$ cat src/rtl/conv_layer_sequencer_pkg.sv
// Shared definitions for the conv layer sequencer: FSM encoding, control-memory map, descriptor layout.
// No logic here; the helpers are combinational with zero latency.
package conv_layer_sequencer_pkg;

  typedef enum logic [2:0] {
    ST_IDLE,
    ST_LOAD,
    ST_KICK,
    ST_WAIT,
    ST_NEXT,
    ST_ABORT
  } state_e;

  localparam logic [3:0] CM_CTRL    = 4'd0;
  localparam logic [3:0] CM_PARAM1  = 4'd2;
  localparam logic [3:0] CM_PARAM2  = 4'd3;
  localparam logic [3:0] CM_KERNEL0 = 4'd4;

  localparam int CTRL_START     = 0;
  localparam int CTRL_DONE      = 1;
  localparam int CTRL_CONV      = 2;
  localparam int CTRL_BN        = 3;
  localparam int CTRL_MAXPOOL   = 4;
  localparam int CTRL_LAYER_LSB = 5;

  localparam int DESC_WORDS = 12;
  localparam int MAX_LAYERS = 16;

  // Descriptor offset -> control-memory destination (PARAM1, PARAM2, then kernel taps).
  function automatic logic [3:0] desc_dest(input logic [3:0] off);
    case (off)
      4'd0:    return CM_PARAM1;
      4'd1:    return CM_PARAM2;
      default: return CM_KERNEL0 + off - 4'd2;
    endcase
  endfunction

  // flags = {maxpool, bn, conv} as taken from descriptor bits [4:2].
  function automatic logic [31:0] ctrl_word(input logic [3:0] layer, input logic [2:0] flags);
    logic [31:0] w;
    w = '0;
    w[CTRL_LAYER_LSB +: 4] = layer;
    w[CTRL_CONV]           = flags[0];
    w[CTRL_BN]             = flags[1];
    w[CTRL_MAXPOOL]        = flags[2];
    w[CTRL_START]          = 1'b1;
    return w;
  endfunction

endpackage

$ cat src/rtl/conv_layer_sequencer_watchdog.sv
// Per-layer watchdog: counts enabled cycles since the last clear, saturating at the limit.
// expired_o is combinational and asserts during the LIMIT-th enabled cycle.
module seq_watchdog #(
  parameter logic [23:0] LIMIT = 24'd16_000_000
) (
  input  logic i_clk,
  input  logic i_rst,
  input  logic clear_i,
  input  logic enable_i,
  output logic expired_o
);

  logic [23:0] cnt_q, cnt_d;
  logic        at_limit;

  assign at_limit  = (cnt_q == LIMIT - 24'd1);
  assign expired_o = enable_i && at_limit;

  always_comb begin
    cnt_d = cnt_q;
    if (clear_i) begin
      cnt_d = '0;
    end else if (enable_i && !at_limit) begin
      cnt_d = cnt_q + 24'd1;
    end
  end

  always_ff @(posedge i_clk or negedge i_rst) begin
    if (!i_rst) begin
      cnt_q <= '0;
    end else begin
      cnt_q <= cnt_d;
    end
  end

endmodule

$ cat src/rtl/conv_layer_sequencer.sv
// Layer-chain sequencer: copies each layer descriptor into control memory, kicks the accelerator, waits for done.
// About DESC_WORDS+3 cycles per layer plus accelerator time; no backpressure, i_go ignored while busy.
module conv_layer_sequencer #(
  parameter logic [23:0] TIMEOUT_CYCLES = 24'd16_000_000,
  parameter int          DESC_WORDS     = conv_layer_sequencer_pkg::DESC_WORDS
) (
  input  logic        i_clk,
  input  logic        i_rst,
  input  logic        i_go,
  input  logic        i_abort,
  input  logic [4:0]  i_num_layers,
  output logic [7:0]  o_desc_addr,
  input  logic [31:0] i_desc_data,
  output logic [3:0]  o_cm_addr,
  output logic        o_cm_we,
  output logic [31:0] o_cm_wdata,
  input  logic [31:0] i_cm_rdata,
  output logic        o_busy,
  output logic        o_done,
  output logic        o_err,
  output logic [3:0]  o_cur_layer
);
  import conv_layer_sequencer_pkg::*;

  localparam int            CW   = $clog2(DESC_WORDS + 1);
  localparam logic [CW-1:0] LAST = CW'(DESC_WORDS);
  localparam logic [7:0]    DW8  = 8'(DESC_WORDS);

  state_e        state_q, state_d;
  logic [CW-1:0] cnt_q, cnt_d;
  logic [3:0]    layer_q, layer_d;
  logic [4:0]    nl_q, nl_d;
  logic [2:0]    flags_q, flags_d;
  logic          done_q, done_d;
  logic          err_q, err_d;
  logic          wd_expired;
  logic          unused_rdata;

  assign unused_rdata = ^{i_cm_rdata[31:2], i_cm_rdata[0]};

  seq_watchdog #(
    .LIMIT(TIMEOUT_CYCLES)
  ) u_watchdog (
    .i_clk    (i_clk),
    .i_rst    (i_rst),
    .clear_i  (state_q != ST_WAIT),
    .enable_i (state_q == ST_WAIT),
    .expired_o(wd_expired)
  );

  always_comb begin
    state_d     = state_q;
    cnt_d       = '0;
    layer_d     = layer_q;
    nl_d        = nl_q;
    flags_d     = flags_q;
    done_d      = 1'b0;
    err_d       = err_q;
    o_desc_addr = '0;
    o_cm_addr   = '0;
    o_cm_we     = 1'b0;
    o_cm_wdata  = '0;

    unique case (state_q)
      ST_IDLE: begin
        if (i_go) begin
          err_d   = 1'b0;
          layer_d = '0;
          nl_d    = (i_num_layers > 5'(MAX_LAYERS)) ? 5'(MAX_LAYERS) : i_num_layers;
          if (i_num_layers == 5'd0) begin
            done_d = 1'b1;
          end else begin
            state_d = ST_LOAD;
          end
        end
      end
      // Read issued at cnt k returns at cnt k+1; the last word is the flags word.
      ST_LOAD: begin
        cnt_d = cnt_q + CW'(1);
        if (cnt_q < LAST) begin
          o_desc_addr = DW8 * {4'b0, layer_q} + 8'(cnt_q);
        end
        if (cnt_q != '0 && cnt_q < LAST) begin
          o_cm_we    = 1'b1;
          o_cm_addr  = desc_dest(4'(cnt_q - CW'(1)));
          o_cm_wdata = i_desc_data;
        end
        if (cnt_q == LAST) begin
          flags_d = i_desc_data[4:2];
          state_d = ST_KICK;
        end
      end
      ST_KICK: begin
        o_cm_we    = 1'b1;
        o_cm_addr  = CM_CTRL;
        o_cm_wdata = ctrl_word(layer_q, flags_q);
        state_d    = ST_WAIT;
      end
      // First two WAIT cycles may still see the status read from before the kick.
      ST_WAIT: begin
        o_cm_addr = CM_CTRL;
        cnt_d     = (cnt_q == CW'(2)) ? cnt_q : cnt_q + CW'(1);
        if (cnt_q == CW'(2) && i_cm_rdata[CTRL_DONE]) begin
          state_d = ST_NEXT;
        end else if (wd_expired) begin
          err_d   = 1'b1;
          o_cm_we = 1'b1;
          state_d = ST_IDLE;
        end
      end
      ST_NEXT: begin
        if (({1'b0, layer_q} + 5'd1) < nl_q) begin
          layer_d = layer_q + 4'd1;
          state_d = ST_LOAD;
        end else begin
          done_d  = 1'b1;
          state_d = ST_IDLE;
        end
      end
      ST_ABORT: begin
        o_cm_we   = 1'b1;
        o_cm_addr = CM_CTRL;
        state_d   = ST_IDLE;
      end
      default: state_d = ST_IDLE;
    endcase

    // Abort wins over any same-cycle write, done or timeout.
    if (i_abort && state_q != ST_IDLE && state_q != ST_ABORT) begin
      state_d = ST_ABORT;
      o_cm_we = 1'b0;
      cnt_d   = '0;
      layer_d = layer_q;
      flags_d = flags_q;
      done_d  = 1'b0;
      err_d   = err_q;
    end
  end

  always_ff @(posedge i_clk or negedge i_rst) begin
    if (!i_rst) begin
      state_q <= ST_IDLE;
      cnt_q   <= '0;
      layer_q <= '0;
      nl_q    <= '0;
      flags_q <= '0;
      done_q  <= 1'b0;
      err_q   <= 1'b0;
    end else begin
      state_q <= state_d;
      cnt_q   <= cnt_d;
      layer_q <= layer_d;
      nl_q    <= nl_d;
      flags_q <= flags_d;
      done_q  <= done_d;
      err_q   <= err_d;
    end
  end

  assign o_busy      = (state_q != ST_IDLE);
  assign o_done      = done_q;
  assign o_err       = err_q;
  assign o_cur_layer = layer_q;

endmodule
$ cat config.mk
export PLATFORM = sky130hd
export DESIGN_NAME = conv_layer_sequencer
export DESIGN_NICKNAME = d
export VERILOG_FILES = /design/src/rtl/conv_layer_sequencer_pkg.sv /design/src/rtl/conv_layer_sequencer_watchdog.sv /design/src/rtl/conv_layer_sequencer.sv
export SDC_FILE = /design/constraint.sdc
export NUM_CORES = 1
export LEC_CHECK = 0
export BUFFER_PORTS_ARGS = -buffer_cell sky130_fd_sc_hd__buf_2
export CAP_MARGIN = 0
export CORE_MARGIN = 2
export CORE_UTILIZATION = 45
export CTS_BUF_LIST = sky130_fd_sc_hd__clkbuf_16
export DETAILED_ROUTE_END_ITERATION = 10
export PLACE_DENSITY = 0.74
export SYNTH_ARGS = -nofsm -noshare
export SYNTH_HDL_FRONTEND = slang
export SYNTH_HIERARCHICAL = 1
export SYNTH_SLANG_ARGS = --single-unit
export TNS_END_PERCENT = 50
$ cat constraint.sdc
create_clock -name i_clk -period 3.1 [get_ports i_clk]
set_clock_uncertainty 0.1 [all_clocks]
set_input_delay 0.465 -clock i_clk [delete_from_list [all_inputs] [get_ports i_clk]]
set_output_delay 0.465 -clock i_clk [all_outputs]
set_load 0.01 [all_outputs]
Yosys cells after proc, flatten, opt, wreduce, memory -nomap -nowiden

Index checks and enable logic that the tools add are counted.

Register bits after elaboration: 45
Bits of input ports: 73
Output and inout port bits: 52

Add/subtract/negate cells: 8
Multipliers: 1
Magnitude comparators: 3
Equality and inequality tests: 20
Muxes and demuxes: 38
Bitwise operators: 1
Reductions and logical operators: 21

Operator list:

| operator              | number |
|---|---|
| $pmux 32 s2           | 1 |
| $mux 24               | 2 |
| $mux 32               | 1 |
| $add 24x1->24 const B | 1 |
| $eq 24x24->1 const B  | 1 |
| $mux 4                | 6 |
| $pmux 4 s2            | 3 |
| $mux 3                | 6 |
| $mux 8                | 2 |
| $ne 3x3->1 const B    | 5 |
| $pmux 3 s5            | 1 |
| $mux 1                | 12 |
| $add 4x1->4 const B   | 2 |
| $add 8x4->8           | 1 |
| $ne 2x2->1 const B    | 4 |
| $reduce_and 4->1      | 2 |
| $eq 3x2->1 const B    | 2 |
| $eq 3x3->1 const B    | 2 |
| $logic_and 1x1->1     | 6 |
| $mul 2x4->6 const A   | 1 |
| $reduce_bool 2->1     | 3 |
| $add 4x1->5 const B   | 1 |
| $gt 5x5->1 const B    | 1 |
| $logic_not 5->1       | 1 |
| other kinds (24)      | 25 |

Depth between registers and ports, before layout

Word-level depth: 6
Mapped depth: 11
Gate-level depth less buffers: 10

Modules after synthesis

The synthesis kept the hierarchy.

By module, submodules not included:

| module               | times used | cells each | area an instance (um2) |
|---|---|---|---|
| conv_layer_sequencer | 1          | 240        | 1948.1 |
| seq_watchdog         | 1          | 142        | 1371.3 |

Worst setup path before layout

No wires, ideal clock.

Path type: register -> output
Start: register layer_q[0] (netlist: o_cur_layer[0])
End: output port o_desc_addr[7]
Arrival: 2.232 ns
Setup slack: 0.303 ns
Stages on the path, launching flop included: 7
Buffers on the path: 0
Cells stage by stage: dfrtp_1 ha_1 fa_1 nor2b_1 a21oi_1 or4_1 nand3_1

Cells in the longest elaborated chain, start to end: 4

Ends and longest elaborated chain:

| item                   | RTL line                    | text |
|---|---|---|
| start, declared        | conv_layer_sequencer.sv:31  | `logic [3:0] layer_q, layer_d;` |
| start signal, assigned | conv_layer_sequencer.sv:152 | `layer_q <= layer_d;` |
| $mul 2x4->6            | conv_layer_sequencer.sv:81  | `o_desc_addr = DW8 * {4'b0, layer_q} + 8'(cnt_q);` |
| $add 8x4->8            | conv_layer_sequencer.sv:81  |  |
| $mux 8                 | conv_layer_sequencer.sv:80  | `if (cnt_q < LAST) begin` |
| $mux 8                 | conv_layer_sequencer.sv:64  | `unique case (state_q)` |
| end, declared          | conv_layer_sequencer.sv:12  | `output logic [7:0] o_desc_addr,` |

No other way between the ends.

Worst setup path in the final report

Ends and elaborated chain as after synthesis.

==> metrics <==
Cell Count, Final, Fillers Out=about 580; Hold WS=around 0.24 ns; Longest Clk Path Bufs=2; port bufs=93; status=complete, no violations; R2R setup slack=between 0.4 and 0.5 ns; crit path DAT=2.42 ns; Yosys top cell by area=dfrtp_1; met3 wire length=318 µm; FF-to-FF Start=o_cur_layer[2]; R2R Path End=o_cur_layer[0]; mux contribution to synthesized area=0.0264; Cells after Synth=about 380; DR pass1 iterations=4; synthesized-area fraction occupied by xor and xnor cells=0.0712; Mapped Nets=roughly 480; post-CTS setup buffer count=0; # IOs=roughly 130; Area Overhead vs Synth=21.9%; synth top area cells=dfrtp_1 (34%), ha_1 (6.8%), nor2_1 (5.7%), xor2_1 (5.3%), and2_1 (5.1%); share of the synthesized area in the top cell type=0.339; Tightest Pin Transition=just under 1 ns; Clock transition at path regs=0.06 ns; placed cell area=a little under 4000 µm²; TritonCTS Sinks=45; met1 wire length=~3.4 mm; Filler Cells Inserted=630; Worst path max stage delay=between 0.5 and 0.6 ns; Adder-Cell Fraction of Synth Area=0.0799; die width=approximately 90 µm; Synth Area per Inst=between 8 and 9 µm²; All-Layer GR Usage=0.194; DP HPWL=~5.8 mm; Starting DRT DRC Count=93; GP Congestion=between 0.8 and 0.9; CTS Root Cell=clkbuf_16; Yosys cell types=57; H-tree depth=2; grt total ovfl=0; unrepaired setup endpoints after global routing=true; PwrDens=about 540 nW/µm²; Final period util=0.963; uppermost layer routed=met4; Residual DRC=0; Hold WC Path Type=in2async; Starting Density=0.460; Routed Wire Length=between 7 and 8 mm; Final #Nets=569; number of enable flip-flop cells after synthesis=0; metal2 WL=between 3 and 4 mm; Pins Over Slew Limit=0; Post-Synth Simple-Gate Area=0.305; Synth Area in Compound Gates=0.131; Register-to-Register Path Depth=9; most frequent cell after synthesis=nor2_1; Seq/Total Area, Yosys=0.339; first-pass GRT wire length=roughly 13 mm; CP Cell Sequence=ha_2, fa_1, nor2b_4, a21oi_1, or4_1, nand3_1, buf_2; final hold violation count=0; clk_lat worst skew=around 0.28 ns; Post-synth ARST share=1.00; TritonCTS clock tree=yes; detailed-route via count=~3000; WL per Instance=between 10 and 15 µm; TritonCTS Buffers=5; ant diodes=0; leakage power=around 2 nW; Max Clock Freq=around 340 MHz; Core ar.=a little over 7000 µm²; Peak VDD IR=0.000217 V; setup TNS=0 ns; Final min period=2.98 ns; CP required=around 2.5 ns; Post-Syn Area=approximately 3300 µm²; # placed instances=~570; crit end category=output pin; finished layout cell area=4050 µm²; Synth Flop Type=dfrtp_1; Max transition margin=0.344; row count=31; post-route ant nets=0; Die ar.=between 8000 and 9000 µm²; CP Launch Type=flop; final setup fails=0; # Max-Cap Violations=0; vias per inst=around 5.3; CP max stage cell=fa_1; Post-synth top cells=nor2_1 (50), dfrtp_1 (45), nand2_1 (30); Ys Warns=6; largest net degree at the start of global routing=46; hold buffer count at cts=0; share of cells above drive strength 1=0.268; initial antenna violation count=0; die height=between 80 and 90 µm; Setup crit end=o_desc_addr[7]; Worst Path Max Fanout=6; CP startpoint=o_cur_layer[0]; main combinational cell family by area after synthesis=simple AND/OR/NAND/NOR gates; Yosys reg bits=45; number of global-route vias before repair=~3000; CP Class=reg2out
layout by cell type, fill, tap and decap left out, types with 5 or more instances in the layout:
| cell | synthesis | layout |
|---|---|---|
| buf_2 | 0 | 93 |
| nand4_1 | 12 | 12 |
| dfrtp_1 | 45 | 44 |
| and2_1 | 27 | 27 |
| xor2_1 | 20 | 20 |
| nor3_1 | 8 | 8 |
| clkbuf_16 | 0 | 5 |
| nand2b_1 | 9 | 9 |
| nand3_1 | 14 | 14 |
| xnor2_1 | 7 | 7 |
| o21ai_0 | 11 | 11 |
| inv_1 | 20 | 20 |
| a21oi_1 | 18 | 18 |
| nand2_1 | 30 | 30 |
| buf_4 | 1 | 8 |
| a22oi_1 | 7 | 7 |
| nor2_1 | 50 | 50 |
| and3_1 | 7 | 7 |
| mux2_2 | 6 | 6 |
| ha_1 | 18 | 17 |
registers in the layout, summed over array words and instances, names as in the netlist:
name	cells
cnt_q	4
flags_q	3
nl_q	5
o_cur_layer	4
o_done	1
o_err	1
state_q	3
u_watchdog/cnt_q	24
final cells by class:
| type | count | area, µm² | share of cell area |
|---|---|---|---|
| clock inverter | 3 | 12.5 | 0.00309 |
| tap | 99 | 124 | 0.0306 |
| multi-input combinational | 303 | 2060 | 0.509 |
| inverter | 20 | 75.1 | 0.0185 |
| timing repair buffer | 101 | 526 | 0.130 |
| clock buffer | 5 | 125 | 0.0309 |
| sequential | 45 | 1130 | 0.279 |
how the worst min path moves through the flow:
stage	end	slack, ns	depth (start not counted)
CTS	u_watchdog/cnt_q[18]	0.29	1
global route	flags_q[0]	0.33	2
finish	u_watchdog/cnt_q[17]	0.24	1
global placement	nl_q[2]	0.37	2
detailed placement	nl_q[0]	0.37	2
floorplan	cnt_q[0]	0.07	0
kinds of logic after synthesis:
kind of cell	Yosys count
flops	45
fa+ha+maj	20
buf+inv	34
compound gates	65
simple gates	183
xor+xnor	27
mux	8
routing by layer:
layer / track usage / vias up
met1: 0.244 / 1458
met2: 0.347 / 70
met3: 0.0360 / 7
met4: 0.0423 / 0
li1: - / 1513
met5: 0 / -
stage by stage:
stage / util / setup WS [ns] / total power, mW
2_1_floorplan: - / 0.303 / 1.38
3_3_place_gp: 0.539 / 0.255 / 1.65
3_5_place_dp: 0.539 / 0.194 / 1.68
4_1_cts: 0.559 / 0.0311 / 2.21
5_1_grt: 0.561 / -0.00177 / 2.37
6_report: 0.561 / 0.116 / 2.20
critical path: cells and delay by family, from the launching register on:
| family | cells | cell delay (ns) |
|---|---|---|
| AOI/OAI and AO/OA | 1 | 0.08 |
| and+or+nand+nor | 3 | 0.77 |
| adders and majority gates | 2 | 0.78 |
| buffers and inverters | 1 | 0.13 |
| DFF | 1 | 0.38 |
what timing repair did:
action,4_1_cts,5_1_grt
gates resized for setup,2,4
endpoints found under the setup margin,1,4
pin swaps,0,0
endpoints found under the hold margin,0,0
power by group:
group / switching, mW / leakage, nW / internal (mW)
combinational: 0.562 / 1.32 / 0.430
sequential: 0.0547 / 0.616 / 0.648
clock: 0.215 / 0.0687 / 0.292
Note: power is estimated with default switching activity, not from simulation.
